--- src/rtl/viterbi_pkg.sv ---
// viterbi_pkg: shared constants, FSM state and code-pair types for the convolutional encoder and Viterbi decoder
package viterbi_pkg;
  localparam int K = 3;
  localparam int TAIL_LEN = K - 1;
  localparam logic [K-1:0] G0_DEF = 3'b111;
  localparam logic [K-1:0] G1_DEF = 3'b101;
  typedef enum logic [1:0] {S_DATA, S_TAIL1, S_TAIL2} enc_state_t;
  typedef logic [1:0] sym_pair_t;
endpackage

--- src/rtl/conv_enc_parity.sv ---
// conv_enc_parity: combinational rate-1/2 parity pair for tap vector {d, sr}
module conv_enc_parity
  import viterbi_pkg::*;
#(
  parameter logic [K-1:0] G0 = G0_DEF,
  parameter logic [K-1:0] G1 = G1_DEF
) (
  input  logic                d,
  input  logic [TAIL_LEN-1:0] sr,
  output sym_pair_t           pair
);
  logic [K-1:0] v;
  assign v = {d, sr};
  assign pair = {^(G1 & v), ^(G0 & v)};
endmodule

--- src/rtl/conv_encoder.sv ---
// conv_encoder: framed rate-1/2 K=3 encoder with zero tail; CONV_ENC_ERR_INJECT_EN adds err_flip pair corruption
module conv_encoder
  import viterbi_pkg::*;
#(
  parameter logic [K-1:0] G0 = G0_DEF,
  parameter logic [K-1:0] G1 = G1_DEF,
  parameter int CNT_W = 16
) (
  input  logic             clk,
  input  logic             rst,
  input  logic             in_bit,
  input  logic             in_valid,
  input  logic             in_last,
  output logic             in_ready,
  output sym_pair_t        tx_pair,
  output logic             out_valid,
  output logic             out_last,
  input  logic             out_ready,
`ifdef CONV_ENC_ERR_INJECT_EN
  input  logic [1:0]       err_flip,
`endif
  output logic             busy,
  output logic [CNT_W-1:0] sym_cnt
);
  enc_state_t state;
  logic [TAIL_LEN-1:0] sr;
  logic restart, room, in_fire, out_fire, gen, d;
  sym_pair_t par, flip;
`ifdef CONV_ENC_ERR_INJECT_EN
  assign flip = err_flip;
`else
  assign flip = '0;
`endif
  assign room = !out_valid || out_ready;
  assign in_ready = (state == S_DATA) && room;
  assign in_fire = in_valid && in_ready;
  assign out_fire = out_valid && out_ready;
  assign gen = (state == S_DATA) ? in_fire : room;
  assign d = (state == S_DATA) && in_bit;
  conv_enc_parity #(.G0(G0), .G1(G1)) u_parity (.d(d), .sr(sr), .pair(par));
  // pair generation, tail sequencing, busy tracking and per-frame pair count
  always_ff @(posedge clk) begin
    if (rst) begin
      state     <= S_DATA;
      sr        <= '0;
      tx_pair   <= '0;
      out_valid <= 1'b0;
      out_last  <= 1'b0;
      busy      <= 1'b0;
      sym_cnt   <= '0;
      restart   <= 1'b0;
    end else begin
      if (gen) begin
        tx_pair   <= par ^ flip;
        sr        <= {d, sr[1]};
        out_valid <= 1'b1;
        out_last  <= state == S_TAIL2;
      end else if (out_fire) begin
        out_valid <= 1'b0;
        out_last  <= 1'b0;
      end
      state <= !gen ? state :
               state == S_TAIL1 ? S_TAIL2 :
               state == S_TAIL2 ? S_DATA :
               in_last ? S_TAIL1 : S_DATA;
      busy <= in_fire || (busy && !(out_fire && out_last));
      if (out_fire) begin
        sym_cnt <= restart ? CNT_W'(1) : sym_cnt + CNT_W'(!(&sym_cnt));
        restart <= out_last;
      end
    end
  end
endmodule

--- config.mk ---
export PLATFORM = sky130hd
export DESIGN_NAME = conv_encoder
export DESIGN_NICKNAME = d
export VERILOG_FILES = /design/src/rtl/viterbi_pkg.sv /design/src/rtl/conv_enc_parity.sv /design/src/rtl/conv_encoder.sv
export SDC_FILE = /design/constraint.sdc
export NUM_CORES = 1
export LEC_CHECK = 0
export CELL_PAD_IN_SITES_DETAIL_PLACEMENT = 1
export CELL_PAD_IN_SITES_GLOBAL_PLACEMENT = 1
export CORE_AREA = 2 2 68 63
export DETAILED_ROUTE_END_ITERATION = 16
export DIE_AREA = 0 0 70 65
export PLACE_DENSITY_LB_ADDON = 0.1
export SYNTH_ARGS = -nofsm -noshare
export SYNTH_HDL_FRONTEND = slang
export SYNTH_SLANG_ARGS = --single-unit
--- constraint.sdc ---
create_clock -name clk -period 1.8 [get_ports clk]
set_input_delay 0.27 -clock clk [delete_from_list [all_inputs] [get_ports clk]]
set_output_delay 0.27 -clock clk [all_outputs]
set_load 0.05 [all_outputs]
==> flow_metrics.py, run 1 <==
metrics = {
    "route": {
        "drt_iter0_drc": 33,
        "vias": 1222,
        "viasPerCell": 4.83,
        "antenna_left": 0,
        "drc_errors": 0,
        "firstDrtPassIters": 4,
        "wl_um": 3520,
        "routedWlPerCell_um": 13.9,
    },
    "sta": {
        "fin_skew_ps": 1.41,
        "setup_tns_ps": -1020,
        "period_share_pct": 110,
        "slew-limit-headroom_pct": 66.7,
        "setup_viol": 14,
        "rsz0062_at_grt": "yes",
        "fmax_ghz": 0.506,
        "tightest_slew_ps": 497,
        "drv_slew": 0,
        "timing.final.ws_setup_ps": -177,
        "hold_violations": 0,
        "holdWs_ps": 488,
        "fin_crit_ps": 1980,
    },
    "cells_and_area": {
        "final_cell_mix": "51 x buf_4, 18 x nor2_1, 15 x nand2_1",
        "layout-drive-gt1-share_pct": 45.9,
        "utilization_pct": 49.6,
        "fillerInstances": 462,
        "stdcell_area_mm2": 0.00194,
        "layout_commonest_cell": "buf_4",
        "seqCellArea_um2": 576,
        "area_growth_syn_to_layout_pct": 64.0,
        "antennaDiodeCount": 0,
        "multi_input_area_um2": 719,
        "nets": 214,
    },
    "critical_path": {
        "cp.depth": 9,
        "reg2reg_setup_slack_ps": -180,
        "start_kind": "flip-flop",
        "cp_common_cell": "nand4_1",
        "slowest_delay_ps": 430,
        "timing.rr.start": "sym_cnt[8]$_SDFFE_PP0P_",
        "reg2reg_depth": 9,
        "slowest_stage": "or4_4",
        "cp_cell_sequence": "nand4_1 -> nor4_2 -> nand4_1 -> buf_4 -> ha_4 -> nand2_1 -> or4_4 -> or3_1 -> a21oi_1",
        "cp_data_arrival_time_ps": 2180,
        "critPathRequiredTime_ps": 2000,
        "critical_path_class": "reg2reg",
        "crit_fanout": 3,
        "cp_top_family": "simple AND/OR/NAND/NOR gates",
        "crit_buf_inv": 1,
        "rr_endpoint": "sym_cnt[11]$_SDFFE_PP0P_",
        "setup.worst_path.start": "sym_cnt[8]$_SDFFE_PP0P_",
        "end_kind": "flip-flop",
    },
    "synth": {
        "ys_warn_count": 0,
        "seq_area_frac_synth_pct": 44.0,
        "avgSynthCellArea_um2": 8.39,
        "synth.area.mux_share_pct": 0.952,
        "synth_nets": 149,
        "syn-cell-area_mm2": 0.00118,
        "synth_compound_area_share_pct": 11.5,
        "ys_ff_latch": 26,
        "synth-xor-area-share_pct": 7.41,
        "postSynth.asyncResetShare_pct": 0,
        "synth.distinct_cells": 35,
        "synth-simple-area-share_pct": 31.1,
        "synth-edff-count": 0,
        "synth_top_family_by_area": "simple AND/OR/NAND/NOR gates",
        "syn_inst": 141,
        "synth_flop_cell": "dfxtp_1",
        "synth_fa_ha_area_share_pct": 2.12,
    },
    "min_path": {
        "min_from": "restart$_SDFFE_PP0P_",
        "hold-path-endpoint": "restart$_SDFFE_PP0P_",
        "worstHoldPathType": "reg2reg",
        "holdPathStages": 2,
    },
    "die": {
        "num_rows": 22,
        "coreArea_mm2": 0.00391,
        "start_util_pct": 30.2,
        "io_pins": 28,
        "die_h_um": 65,
        "die_w_um": 70,
        "die_area_mm2": 0.00455,
    },
    "clock_tree": {
        "numCtsBuffers": 3,
        "clock-sinks": 26,
        "path_clk_slew_ps": 90,
        "htreeDepth": 1,
        "insertion_delay_ps": 270,
        "clock_path_buffers": 2,
        "cts_tree": "yes",
        "cts-root-buf": "clkbuf_8",
        "cts_hold_buffers": 0,
    },
    "global_routing": {
        "grt_usage_pct": 16.5,
        "grt_first_pass_wirelength_um": 5890,
        "grt_pass1_vias": 1289,
        "overflow": 0,
        "antenna_found_initial": 0,
        "grt_max_degree": 15,
    },
    "power_and_ir_drop": {
        "power.leakage_nw": 0.736,
        "vdd.ir_drop.worst_mv": 0.324,
        "powerDensity_mw_per_mm2": 579,
    },
    "placed_design": {
        "dp_hpwl_um": 2630,
        "gp_congestion": 0.745,
        "portBuffers": 27,
        "pre_cts_ws_ps": -241,
        "placed_area_mm2": 0.00181,
    },
    "run_status": {
        "violations": "negative setup slack",
        "run_status": "complete, but fails checks",
    },
    "run": {
        "max_cap_violations": 0,
    },
}
==> cell usage after synthesis (all sizes together) (4+ instances only) <==
| cell | number | area (um^2) |
|---|---|---|
| o21ai | 4 | 20.0 |
| xor2 | 4 | 35.0 |
| a21oi | 10 | 50.1 |
| nor3 | 7 | 35.0 |
| xnor2 | 6 | 52.6 |
| nand4 | 8 | 50.1 |
| nor2 | 18 | 67.6 |
| inv | 6 | 22.5 |
| nor4 | 4 | 25.0 |
| nand2 | 16 | 60.1 |
| dfxtp | 26 | 521 |
==> worst register-to-register path, stage by stage, from the launching register on <==
cell and delay (ps):
dfxtp_4 350, nand4_1 160, nor4_2 70, nand4_1 130, buf_4 140, ha_4 120
nand2_1 40, or4_4 430, or3_1 330, a21oi_1 130
==> final cells by class <==
class / count / area share [%]
clock buffers: 4 / 2.32
inverters: 6 / 1.16
multi-input cells: 106 / 37.1
flip-flops and latches: 26 / 29.7
well taps: 48 / 3.10
repair buffers: 63 / 26.6
==> timing repair <==
action | 4_1_cts | 5_1_grt
pin swaps | 9 | 4
buffers inserted | 2 | 1
resized for setup | 6 | 10
endpoints found under the setup margin | 15 | 15
==> flip-flops by register name, summed over array words and instances (netlist names) <==
register	cells
sym_cnt	16
sr	2
state	2
tx_pair	2
busy	1
out_last	1
out_valid	1
restart	1
==> power breakdown <==
part	switching [W]	internal (W)	leakage [nW]
registers	0.0000169	0.000570	0.223
logic	0.000106	0.0000837	0.491
clock network	0.000188	0.000159	0.0228
==> worst max path at each step <==
stage / to / slack (ps)
2_1_floorplan: sym_cnt[13]$_SDFFE_PP0P_ / -120
3_3_place_gp: tx_pair[0]$_SDFFE_PP0P_ / -140
3_5_place_dp: sym_cnt[11]$_SDFFE_PP0P_ / -240
4_1_cts: sym_cnt[11]$_SDFFE_PP0P_ / -180
5_1_grt: sym_cnt[14]$_SDFFE_PP0P_ / -290
6_report: sym_cnt[11]$_SDFFE_PP0P_ / -180
==> per-stage QoR <==
stage / power, W / instances
CTS: 0.00114 / 252
global route: 0.00119 / 253
floorplan: 0.000700 / 141
finish: 0.00112 / 253
detailed placement: 0.000784 / 246
global placement: 0.000782 / 246
==> layer usage <==
metal	wire length [um]	global-route usage, %	share of wire, %	up-vias
met5	0	0	0	-
met4	31	5.29	0.88	0
li1	-	-	-	628
met3	109	4.20	3.1	4
met2	1860	31.2	53	20
met1	1520	17.9	43	570
==> logic make-up after synthesis <==
kind of cell / count (synthesis)
xor+xnor: 10
simple gates: 71
fa+ha+maj: 2
buf+inv: 9
compound gates: 22
mux: 1
flops: 26
No activity file was read; power rests on OpenSTA's default activity.
==> inputs of run 2 (changes only) <==
SYNTH_HIERARCHICAL = 1   (was default)
==> run 2 against run 1 <==
Net effect: the flow still finishes with violations (negative setup slack); sequential share of layout area shrank 0.88 points; fmax is 6.8% higher; combinational power increased by 5%; worst setup slack better by 130 ps; core utilization is 1.4 points higher; non-clock buffer count up 3; clock skew is 1.2 ps higher; via count is 0.90% lower; worst hold slack worse by 1.9 ps; largest cell class unchanged.
==> flow_metrics.py, run 2 <==
metrics = {
    "run": {
        "max_cap_violations": 0,
    },
    "synth": {
        "ys_ff_latch": 26,
        "synth_area_leader_cell": "dfxtp_1",
        "ys_warn_count": 6,
        "synth.area.mux_share_pct": 3.46,
        "postSynth.asyncResetShare_pct": 0,
        "synth_common_cells": "26 x dfxtp_1, 21 x nor2_1, 10 x a21oi_1, 10 x nand3_1, 9 x nor3_1",
        "synth.area.top_cells": "dfxtp_1 44%, nor2_1 6.6%, xnor2_1 5.1%, a21oi_1 4.2%, nand3_1 4.2%",
        "synth_top_area_share_pct": 43.6,
        "synth_top_family_by_area": "simple AND/OR/NAND/NOR gates",
        "synth_nets": 146,
        "seq_area_frac_synth_pct": 43.6,
        "synth-edff-count": 0,
        "synth.distinct_cells": 31,
        "syn-cell-area_mm2": 0.00119,
        "avgSynthCellArea_um2": 8.66,
        "synth_flop_cell": "dfxtp_1",
        "synth-xor-area-share_pct": 10.1,
        "yosysMostFrequentCell": "dfxtp_1",
        "synth_fa_ha_area_share_pct": 2.09,
        "syn_inst": 138,
        "synth_compound_area_share_pct": 9.63,
        "synth-simple-area-share_pct": 27.1,
    },
    "power_and_ir_drop": {
        "powerDensity_mw_per_mm2": 592,
        "p_int_w": 0.000860,
        "vdd.ir_drop.worst_mv": 0.346,
        "power.leakage_nw": 0.807,
        "p_switching_w": 0.000322,
        "switching_share_pct": 27.2,
        "pwr-share-seq_pct": 49.8,
        "combPwrFrac_pct": 16.9,
        "clkPwrFrac_pct": 33.3,
    },
    "critical_path": {
        "end_kind": "flip-flop",
        "start_kind": "flip-flop",
        "crit_fanout": 3,
        "critPathRequiredTime_ps": 2010,
        "critical_path_class": "reg2reg",
        "cp_data_arrival_time_ps": 2070,
    },
    "sta": {
        "fin_crit_ps": 1850,
        "rsz0062_at_grt": "yes",
        "holdWs_ps": 486,
        "tightest_slew_ps": 493,
        "setup_viol": 3,
        "fmax_ghz": 0.540,
        "hold_violations": 0,
        "timing.final.ws_setup_ps": -51.5,
        "period_share_pct": 103,
        "fin_skew_ps": 2.58,
        "drv_slew": 0,
        "slew-limit-headroom_pct": 67.0,
    },
    "clock_tree": {
        "cts-root-buf": "clkbuf_8",
        "numCtsBuffers": 3,
        "path_clk_slew_ps": 90,
        "clock-sinks": 26,
        "insertion_delay_ps": 280,
        "cts_hold_buffers": 0,
        "htreeDepth": 1,
        "clock_path_buffers": 2,
        "cts_tree": "yes",
    },
    "placed_design": {
        "pre_cts_ws_ps": -129,
        "portBuffers": 27,
        "gp_congestion": 0.756,
        "dp_hpwl_um": 2510,
    },
    "cells_and_area": {
        "regMostFlops": "sym_cnt",
        "largest_reg_flops": 16,
        "layout_commonest_cell": "buf_4",
        "area_growth_syn_to_layout_pct": 66.9,
        "utilization_pct": 51.0,
        "antennaDiodeCount": 0,
        "layout-drive-gt1-share_pct": 50.2,
        "nets": 212,
        "final_cell_mix": "52 x buf_4, 21 x nor2_1, 13 x dfxtp_4",
    },
    "route": {
        "antenna_left": 0,
        "drt_iter0_drc": 46,
        "drc_errors": 0,
        "firstDrtPassIters": 4,
        "routedWlPerCell_um": 13.9,
        "vias": 1211,
        "viasPerCell": 4.82,
        "wl_um": 3480,
    },
    "die": {
        "io_pins": 28,
        "num_rows": 22,
        "die_h_um": 65,
        "die_area_mm2": 0.00455,
        "coreArea_mm2": 0.00391,
        "die_w_um": 70,
        "start_util_pct": 30.6,
    },
    "run_status": {
        "run_status": "complete, but fails checks",
        "violations": "negative setup slack",
    },
    "global_routing": {
        "overflow": 0,
        "grt_pass1_vias": 1272,
        "grt_max_degree": 15,
        "grt_usage_pct": 17.0,
        "antenna_found_initial": 0,
        "grt_first_pass_wirelength_um": 6130,
    },
    "min_path": {
        "worstHoldPathType": "reg2reg",
    },
}
## run 2: cell count changes after synthesis, sizes merged, moves of 2 or more
cell	change
nor2	+3
nand2	-8
buf	+3
mux2i	+3
nand3	+8
nand4	-4
nand3b	-2
nor3	+2
## run 2: metrics by stage
step / std cells / total power (W) / setup TNS [ps] / area (um^2)
2_1_floorplan: 138 / 0.000715 / -109 / 1280
3_3_place_gp: 237 / 0.000787 / -110 / 1770
3_5_place_dp: 237 / 0.000792 / -480 / 1770
4_1_cts: 248 / 0.00119 / -86.8 / 1890
5_1_grt: 251 / 0.00124 / -710 / 1990
6_report: 251 / 0.00118 / -109 / 1990
## run 2: path summary, 6_finish.rpt
| kind | from | endpoint | slack, ps | depth (start not counted) |
|---|---|---|---|---|
| worst max register to register | sym_cnt[12]$_SDFFE_PP0P_ | sym_cnt[15]$_SDFFE_PP0P_ | -50 | 8 |
| worst min-delay path | restart$_SDFFE_PP0P_ | restart$_SDFFE_PP0P_ | 490 | 2 |
| worst max-delay path | sym_cnt[12]$_SDFFE_PP0P_ | sym_cnt[15]$_SDFFE_PP0P_ | -50 | 8 |
| worst min register to register | restart$_SDFFE_PP0P_ | restart$_SDFFE_PP0P_ | 490 | 2 |
## run 2: what timing repair did
item                       4_1_cts  5_1_grt
gates resized for setup          4       21
buffers inserted                 7        5
pin swaps                        6        8
setup endpoints to repair        6       10
## run 2: final cells by class
cell class | instances | area (um^2)
fillers | 457 | 1910
multi-input cells | 102 | 739
flip-flops and latches | 26 | 574
repair buffers | 66 | 544
well taps | 48 | 60.1
clock buffers | 4 | 55.1
inverters | 5 | 21.3
## run 2: cells by family after synthesis
kind of cell	count (synthesis)
AO/OA/AOI/OAI	20
flip-flops	26
multiplexers	4
buffers and inverters	10
AND/OR/NAND/NOR	64
XOR/XNOR	12
adder cells (fa/ha/maj)	2
## run 2: per-layer routing
layer | GRT usage, % | wire [um]
met1 | 21.6 | 1620
met2 | 29.0 | 1720
met3 | 3.89 | 111
met4 | 4.33 | 34
met5 | 0 | 0
## run 2: worst max-delay path, stage by stage, from the launching register on
cell     delay [ps]
dfxtp_4         350
nand4_1         140
nor3_2           50
nand2_1          80
ha_2            190
nand3_2          70
or4_4           450
or3_4           350
a21oi_2         120
## run 2: power by group through the flow
stage | registers (W) | clock network, W | logic [W]
after floorplan | 0.000635 | 0 | 0.0000800
after global placement | 0.000601 | 0 | 0.000186
after detailed placement | 0.000602 | 0 | 0.000189
after CTS | 0.000589 | 0.000412 | 0.000191
after global routing | 0.000594 | 0.000430 | 0.000214
final | 0.000589 | 0.000393 | 0.000199
==> inputs of run 3 (changes only) <==
SLEW_MARGIN = 30   (was default)
==> results of run 3 <==
Same layout as run 2: the final DEF is identical, and so are final timing and power.
